--- src/rtl/sr_target_if.sv ---
// Serial configuration chain bus between a chain master and an sr_target.
// The master drives clock, data and load; the target returns readback data.
interface sr_target_if;
  logic clk_sr;
  logic din_sr;
  logic load_sr;
  logic dout_sr;

  modport master (output clk_sr, output din_sr, output load_sr, input dout_sr);
  modport slave  (input clk_sr, input din_sr, input load_sr, output dout_sr);
endinterface

--- src/rtl/sr_target.sv ---
// Serial configuration chain target: shifts in a WIDTH-bit word from an
// asynchronous master and commits it to cfg on load if the bit count is exact.
module sr_target #(
  parameter int WIDTH = 170,
  parameter int CNT_W = 8
) (
  input  logic             clk_in,
  input  logic             rst,
  sr_target_if.slave       sr,
  input  logic [WIDTH-1:0] status_in,
  output logic [WIDTH-1:0] cfg,
  output logic             cfg_valid,
  output logic             frame_err
);

  logic [1:0]       clk_sync;
  logic [1:0]       din_sync;
  logic [1:0]       load_sync;
  logic             clk_hist;
  logic             load_hist;
  logic [WIDTH-1:0] sreg;
  logic [CNT_W-1:0] bitcnt;
  logic [1:0]       arm_cnt;
  logic             armed;
  logic             shift_ev;
  logic             load_ev;
  logic             din_s;

  // Events stay masked until the synchronizers and history flops have all
  // seen real pin values, so a line already high at reset release is ignored.
  assign armed    = (arm_cnt == 2'd0);
  assign shift_ev = armed & clk_sync[1] & ~clk_hist;
  assign load_ev  = armed & load_sync[1] & ~load_hist;
  assign din_s    = din_sync[1];

  always_ff @(posedge clk_in or negedge rst) begin
    if (!rst) begin
      clk_sync   <= '0;
      din_sync   <= '0;
      load_sync  <= '0;
      clk_hist   <= 1'b0;
      load_hist  <= 1'b0;
      sreg       <= '0;
      bitcnt     <= '0;
      arm_cnt    <= 2'd3;
      cfg        <= '0;
      cfg_valid  <= 1'b0;
      frame_err  <= 1'b0;
      sr.dout_sr <= 1'b0;
    end else begin
      clk_sync   <= {clk_sync[0], sr.clk_sr};
      din_sync   <= {din_sync[0], sr.din_sr};
      load_sync  <= {load_sync[0], sr.load_sr};
      clk_hist   <= clk_sync[1];
      load_hist  <= load_sync[1];
      cfg_valid  <= 1'b0;
      sr.dout_sr <= sreg[WIDTH-1];
      if (!armed)
        arm_cnt <= arm_cnt - 2'd1;

      // Load has priority; a coincident shift is dropped so cfg gets pre-shift sreg.
      if (load_ev) begin
        if (bitcnt == CNT_W'(WIDTH)) begin
          cfg       <= sreg;
          cfg_valid <= 1'b1;
        end else begin
          frame_err <= 1'b1;
        end
        sreg   <= status_in;
        bitcnt <= '0;
      end else if (shift_ev) begin
        sreg <= {sreg[WIDTH-2:0], din_s};
        if (bitcnt != {CNT_W{1'b1}})
          bitcnt <= bitcnt + CNT_W'(1);
      end
    end
  end

endmodule

--- src/flat_wrapper.sv ---
// flat-port wrapper written by rule: the top's interface ports become plain ports
module sr_target_flat 
#(
  parameter int WIDTH = 170,
  parameter int CNT_W = 8
)
  (clk_in, rst, status_in, cfg, cfg_valid, frame_err, sr_clk_sr, sr_din_sr, sr_load_sr, sr_dout_sr);
  sr_target_if sr_i ();
  input  logic clk_in;
  input  logic rst;
  input  logic [WIDTH-1:0] status_in;
  output logic [WIDTH-1:0] cfg;
  output logic cfg_valid;
  output logic frame_err;
  input wire logic [$bits(sr_i.clk_sr)-1:0] sr_clk_sr;
  input wire logic [$bits(sr_i.din_sr)-1:0] sr_din_sr;
  input wire logic [$bits(sr_i.load_sr)-1:0] sr_load_sr;
  output wire logic [$bits(sr_i.dout_sr)-1:0] sr_dout_sr;
  assign sr_i.clk_sr = sr_clk_sr;
  assign sr_i.din_sr = sr_din_sr;
  assign sr_i.load_sr = sr_load_sr;
  assign sr_dout_sr = sr_i.dout_sr;
  sr_target #(.WIDTH(WIDTH), .CNT_W(CNT_W)) u_core (.clk_in(clk_in), .rst(rst), .sr(sr_i), .status_in(status_in), .cfg(cfg), .cfg_valid(cfg_valid), .frame_err(frame_err));
endmodule
--- config.mk ---
export PLATFORM = sky130hd
export DESIGN_NAME = sr_target_flat
export DESIGN_NICKNAME = d
export VERILOG_FILES = /design/src/rtl/sr_target_if.sv /design/src/rtl/sr_target.sv /design/src/flat_wrapper.sv
export SDC_FILE = /design/constraint.sdc
export NUM_CORES = 1
export LEC_CHECK = 0
export CORE_MARGIN = 2
export CORE_UTILIZATION = 45
export CTS_CLUSTER_DIAMETER = 120
export DETAILED_ROUTE_END_ITERATION = 12
export PLACE_DENSITY = 0.85
export SYNTH_ARGS = -nofsm -noshare
export SYNTH_HDL_FRONTEND = slang
export SYNTH_SLANG_ARGS = --single-unit
--- constraint.sdc ---
create_clock -name clk_in -period 2.9 [get_ports clk_in]
set_clock_uncertainty 0.05 [all_clocks]
set_input_delay 0.29 -clock clk_in [delete_from_list [all_inputs] [get_ports clk_in]]
set_output_delay 0.29 -clock clk_in [all_outputs]
set_load 0.05 [all_outputs]
# ---- Word-level counts from Yosys, hierarchy flattened
# Cells that the tools add are included.
dict set report totals {
  ff_bits 361
  mem_bits_ro 0
  mem_bits_rw 0
  memories 0
  latch_bits 0
  out_inout_bits 173
}
dict set report classes {
  n_addsub 2
  div_mod_pow 0
  reduce_logical 6
  n_mul 0
  shift 0
  muxes 7
  eq_ne 2
  bitwise_logic 7
  n_lt_le_gt_ge 0
}
# op n
set ops {}
lappend ops {{170-bit 2-to-1 mux} 2}
lappend ops {{8-bit 2-to-1 mux} 3}
lappend ops {{8-bit by 1-bit adder with 8-bit output (second input constant)} 1}
lappend ops {{8-bit == test (second input constant)} 1}
lappend ops {{8-bit inequality test (second input constant)} 1}
lappend ops {{2-bit AND reduction} 3}
lappend ops {{1-bit bitwise AND} 4}
lappend ops {{2-bit nonzero test} 2}
lappend ops {{1-bit inverter} 3}
lappend ops {{2-bit logical NOT} 1}
lappend ops {{1-bit 2-to-1 mux} 2}
lappend ops {{2-bit by 1-bit subtractor with 2-bit output (second input constant)} 1}

# ---- Longest topological paths before layout
dict set report logic_depth {
  ltp_word 5
  depth_mapped 9
  depth_no_buf 5
}

# ---- Worst setup path before layout
# OpenSTA, ideal clock, no wires.
dict set report synth_timing {
  kind {reg2reg}
  start {reg u_core.arm_cnt[0]}
  end {reg u_core.cfg[100]}
  path_buffers 4
  setup_ns 0.125
  synth_period_minus_slack_ns 2.101
  setup_slack_ns 0.799
  t_arrival_ns 1.926
  path_stages_with_launch 10
  path_cell_list {dfstp_2 inv_1 ha_1 clkbuf_1 and2_1 buf_2 nand2_2 buf_6 buf_6 mux2_4}
}
dict set report synth_between {
  elab_chain_cells 4
}
# element line_no
set synth_lines {}
lappend synth_lines {{start: declaration} sr_target.sv:23} ;# logic [1:0] arm_cnt;
lappend synth_lines {{start signal: assignment} sr_target.sv:59} ;# arm_cnt <= arm_cnt - 2'd1;
lappend synth_lines {{2-bit logical NOT} sr_target.sv:31} ;# assign armed = (arm_cnt == 2'd0);
lappend synth_lines {{1-bit bitwise AND (2 in a row)} sr_target.sv:33} ;# assign load_ev = armed & load_sync[1] & ~load_hist;
lappend synth_lines {{2-bit AND reduction (no line)} n/a}
lappend synth_lines {{end signal: assignment} sr_target.sv:64} ;# cfg <= sreg;
lappend synth_lines {{end: declaration} sr_target.sv:11} ;# output logic [WIDTH-1:0] cfg,
# No other way between the ends.
# A chain may end at the register's enable or synchronous reset.

# ---- Worst setup path after layout
dict set report layout_timing {
  start {reg u_core.arm_cnt[0]}
  end {reg u_core.cfg[123]}
}
# Same word-level chain as after synthesis.

==> metrics <==
Nets 1515; end of the worst register-to-register path u_core.cfg[123]; total die area 33300 sq um; synthesized area per cell 14.3 sq um; Worst Hold Launch sr_din_sr; global-route wire length before repair 59.2 mm; # fillers 2277; Residual DRC 0; Period minus WS final 2400 ps; Ys Warns 0; max_cap viols 0; layout cells sized above 1 18.3%; CP required 3240 ps; WL per Instance 21.4 microns; Seq cells post-synth 361; PortBufs 347; multi-input logic area 4300 sq um; r2r setup slk 500 ps; CTS tree built; status finished clean; final hold vios 0; Yosys top cell by area dfrtp_1; row count 65; Leak 9.86 nW; fin. max-slew vios 0; initial antenna violation count 2; final period utilization 82.7%; Min-Delay Path Class in2reg; P per Cell Area 595 nW/um^2; Worst Hold End u_core.din_sync[0]; synth unique cells 34; Cells after Synth 1004; Crit Path Class reg2reg; drt total wl 37.7 mm; top post-synthesis cells by area dfrtp_1 63%, a222oi_1 12%, mux2_4 9.3%; FF-to-FF path depth 6; H-tree depth 2; Longest Clk Path Bufs 3; Synth top area share 62.6%; Max-slew headroom 50.9%; Place WS 523 ps; critical path peak fanout 45; TritonCTS buffer count 38; reg-to-reg startpoint u_core.arm_cnt[0]; total negative slack 0 ps; CP endpoint kind flop; DR pass1 iterations 12; worst hold stages 1; grt total ovfl 0; syn_nets 1182; Routed Antenna Nets 0; final setup fails 0; crit path DAT 2730 ps; synthesized area 14300 sq um; core area 31500 sq um; Area Growth Syn to Fin 35.9%; clock latency on the worst-skew pair 510 ps; # IOs 348; Post-synth EDFFs 0; CP Launch Type flop; Worst Slack Setup Final 502 ps; most common flop cell mapped by yosys dfrtp_1; largest net degree at the start of global routing 87; most frequent cells after synthesis 359 x dfrtp_1, 175 x inv_1, 168 x a222oi_1; vias in the first global route 10555; Vias 10201; Root Driver clkbuf_16; gpl congestion 0.838; post-cts resize count 0; HPWL Detailed 24.9 mm; Total GRT Usage 22.2%; worst vdd ir 482 uV; RSZ-0062 raised after global routing false; DRT iter0 DRCs 1476; cell with the most instances after synthesis dfrtp_1; Reg area 9040 sq um; Die Width 183 microns; drt via density 5.78; actual slew at the worst max-slew pin 726 ps; Async S/R FF share, synth 100%; Die Ht 183 microns; register area share after synthesis 63.0%; clk sinks 361; Initial Util 45.6%; FMAX 417 MHz; clock-pin slew on the worst setup and hold paths 60 ps
[power breakdown]
group          switching, W  internal, W
combinational      0.000499     0.000516
clock               0.00190      0.00292
sequential         0.000351      0.00541
total               0.00275      0.00885
[area by class of cell]
class	count	area share (%)
inverter	175	3.37
timing repair buffer	369	19.3
tap	402	2.58
clock buffer	55	5.52
multi-input combinational	392	22.1
clock inverter	8	0.738
antenna	2	0.0257
sequential	361	46.4
[kinds of logic after synthesis]
logic type | share of synthesized area [%]
fa+ha+maj | 0.262
flops | 63.0
simple gates | 0.994
compound gates | 12.6
xor+xnor | 0.0611
buf+inv | 7.26
mux | 15.8
[state kept, by name (all words and copies together), names as in the netlist]
name / cells
u_core.cfg: 170
u_core.sreg: 170
u_core.bitcnt: 8
u_core.arm_cnt: 2
u_core.clk_sync: 2
u_core.din_sync: 2
u_core.load_sync: 2
u_core.cfg_valid: 1
u_core.clk_hist: 1
u_core.frame_err: 1
u_core.load_hist: 1
u_core.sr.dout_sr: 1
[metrics by stage]
step	util (%)	hold slack [ps]	total power [W]	cell area, sq um	instances
floorplan	-	-55.6	0.00624	14300	1004
global placement	58.0	284	0.00677	18300	1698
detailed placement	58.0	286	0.00685	18300	1698
CTS	61.9	143	0.0117	19500	1762
global route	61.9	153	0.0121	19500	1764
finish	61.9	166	0.0116	19500	1764
[metal layers]
layer	track usage, %	wire, microns	part of all wire (%)	vias to the layer above
met2	36.3	18300	49	545
met5	0	0	0	-
met1	28.9	14600	39	5166
li1	-	-	-	4396
met4	9.84	1630	4.3	0
met3	4.59	3120	8.3	94
[worst max-delay path by stage]
stage	from	to	slack [ps]	cells after the start
after CTS	u_core.arm_cnt[0]	u_core.cfg[69]	500	6
after detailed placement	u_core.arm_cnt[0]	u_core.cfg[75]	520	6
after global routing	u_core.arm_cnt[0]	u_core.sreg[54]	370	6
after floorplan	u_core.arm_cnt[0]	u_core.cfg[100]	800	9
after global placement	u_core.arm_cnt[0]	u_core.cfg[133]	550	6
final	u_core.arm_cnt[0]	u_core.cfg[123]	500	6
[cell usage in the layout, fill, tap and decap left out, types with 2 or more instances in the layout]
cell	count
a21oi_1	8
a222oi_1	168
a31oi_1	4
and3_1	3
buf_12	10
buf_4	11
bufinv_16	4
clkbuf_1	12
clkbuf_16	39
clkbuf_8	4
clkdlybuf4s50_1	346
clkinv_2	3
dfrtp_1	359
dfstp_2	2
diode_2	2
ha_1	3
inv_1	175
mux2_2	81
mux2_4	89
mux2i_1	2
nand2_1	6
nand2b_1	2
nand3_1	4
nor2_1	2
nor2b_1	2
o21ai_0	3
o22ai_1	2
[worst max-delay path, stage by stage, from the launching register on]
cell,delay (ps)
dfstp_2,530
inv_1,40
ha_1,300
and2_4,310
nand2_8,270
buf_12,350
mux2_4,340
[timing repair]
action	4_1_cts	5_1_grt
endpoints found under the hold margin	76	0
hold buffers	1	0
setup buffers	0	0
Note: power is estimated with default switching activity, not from simulation.
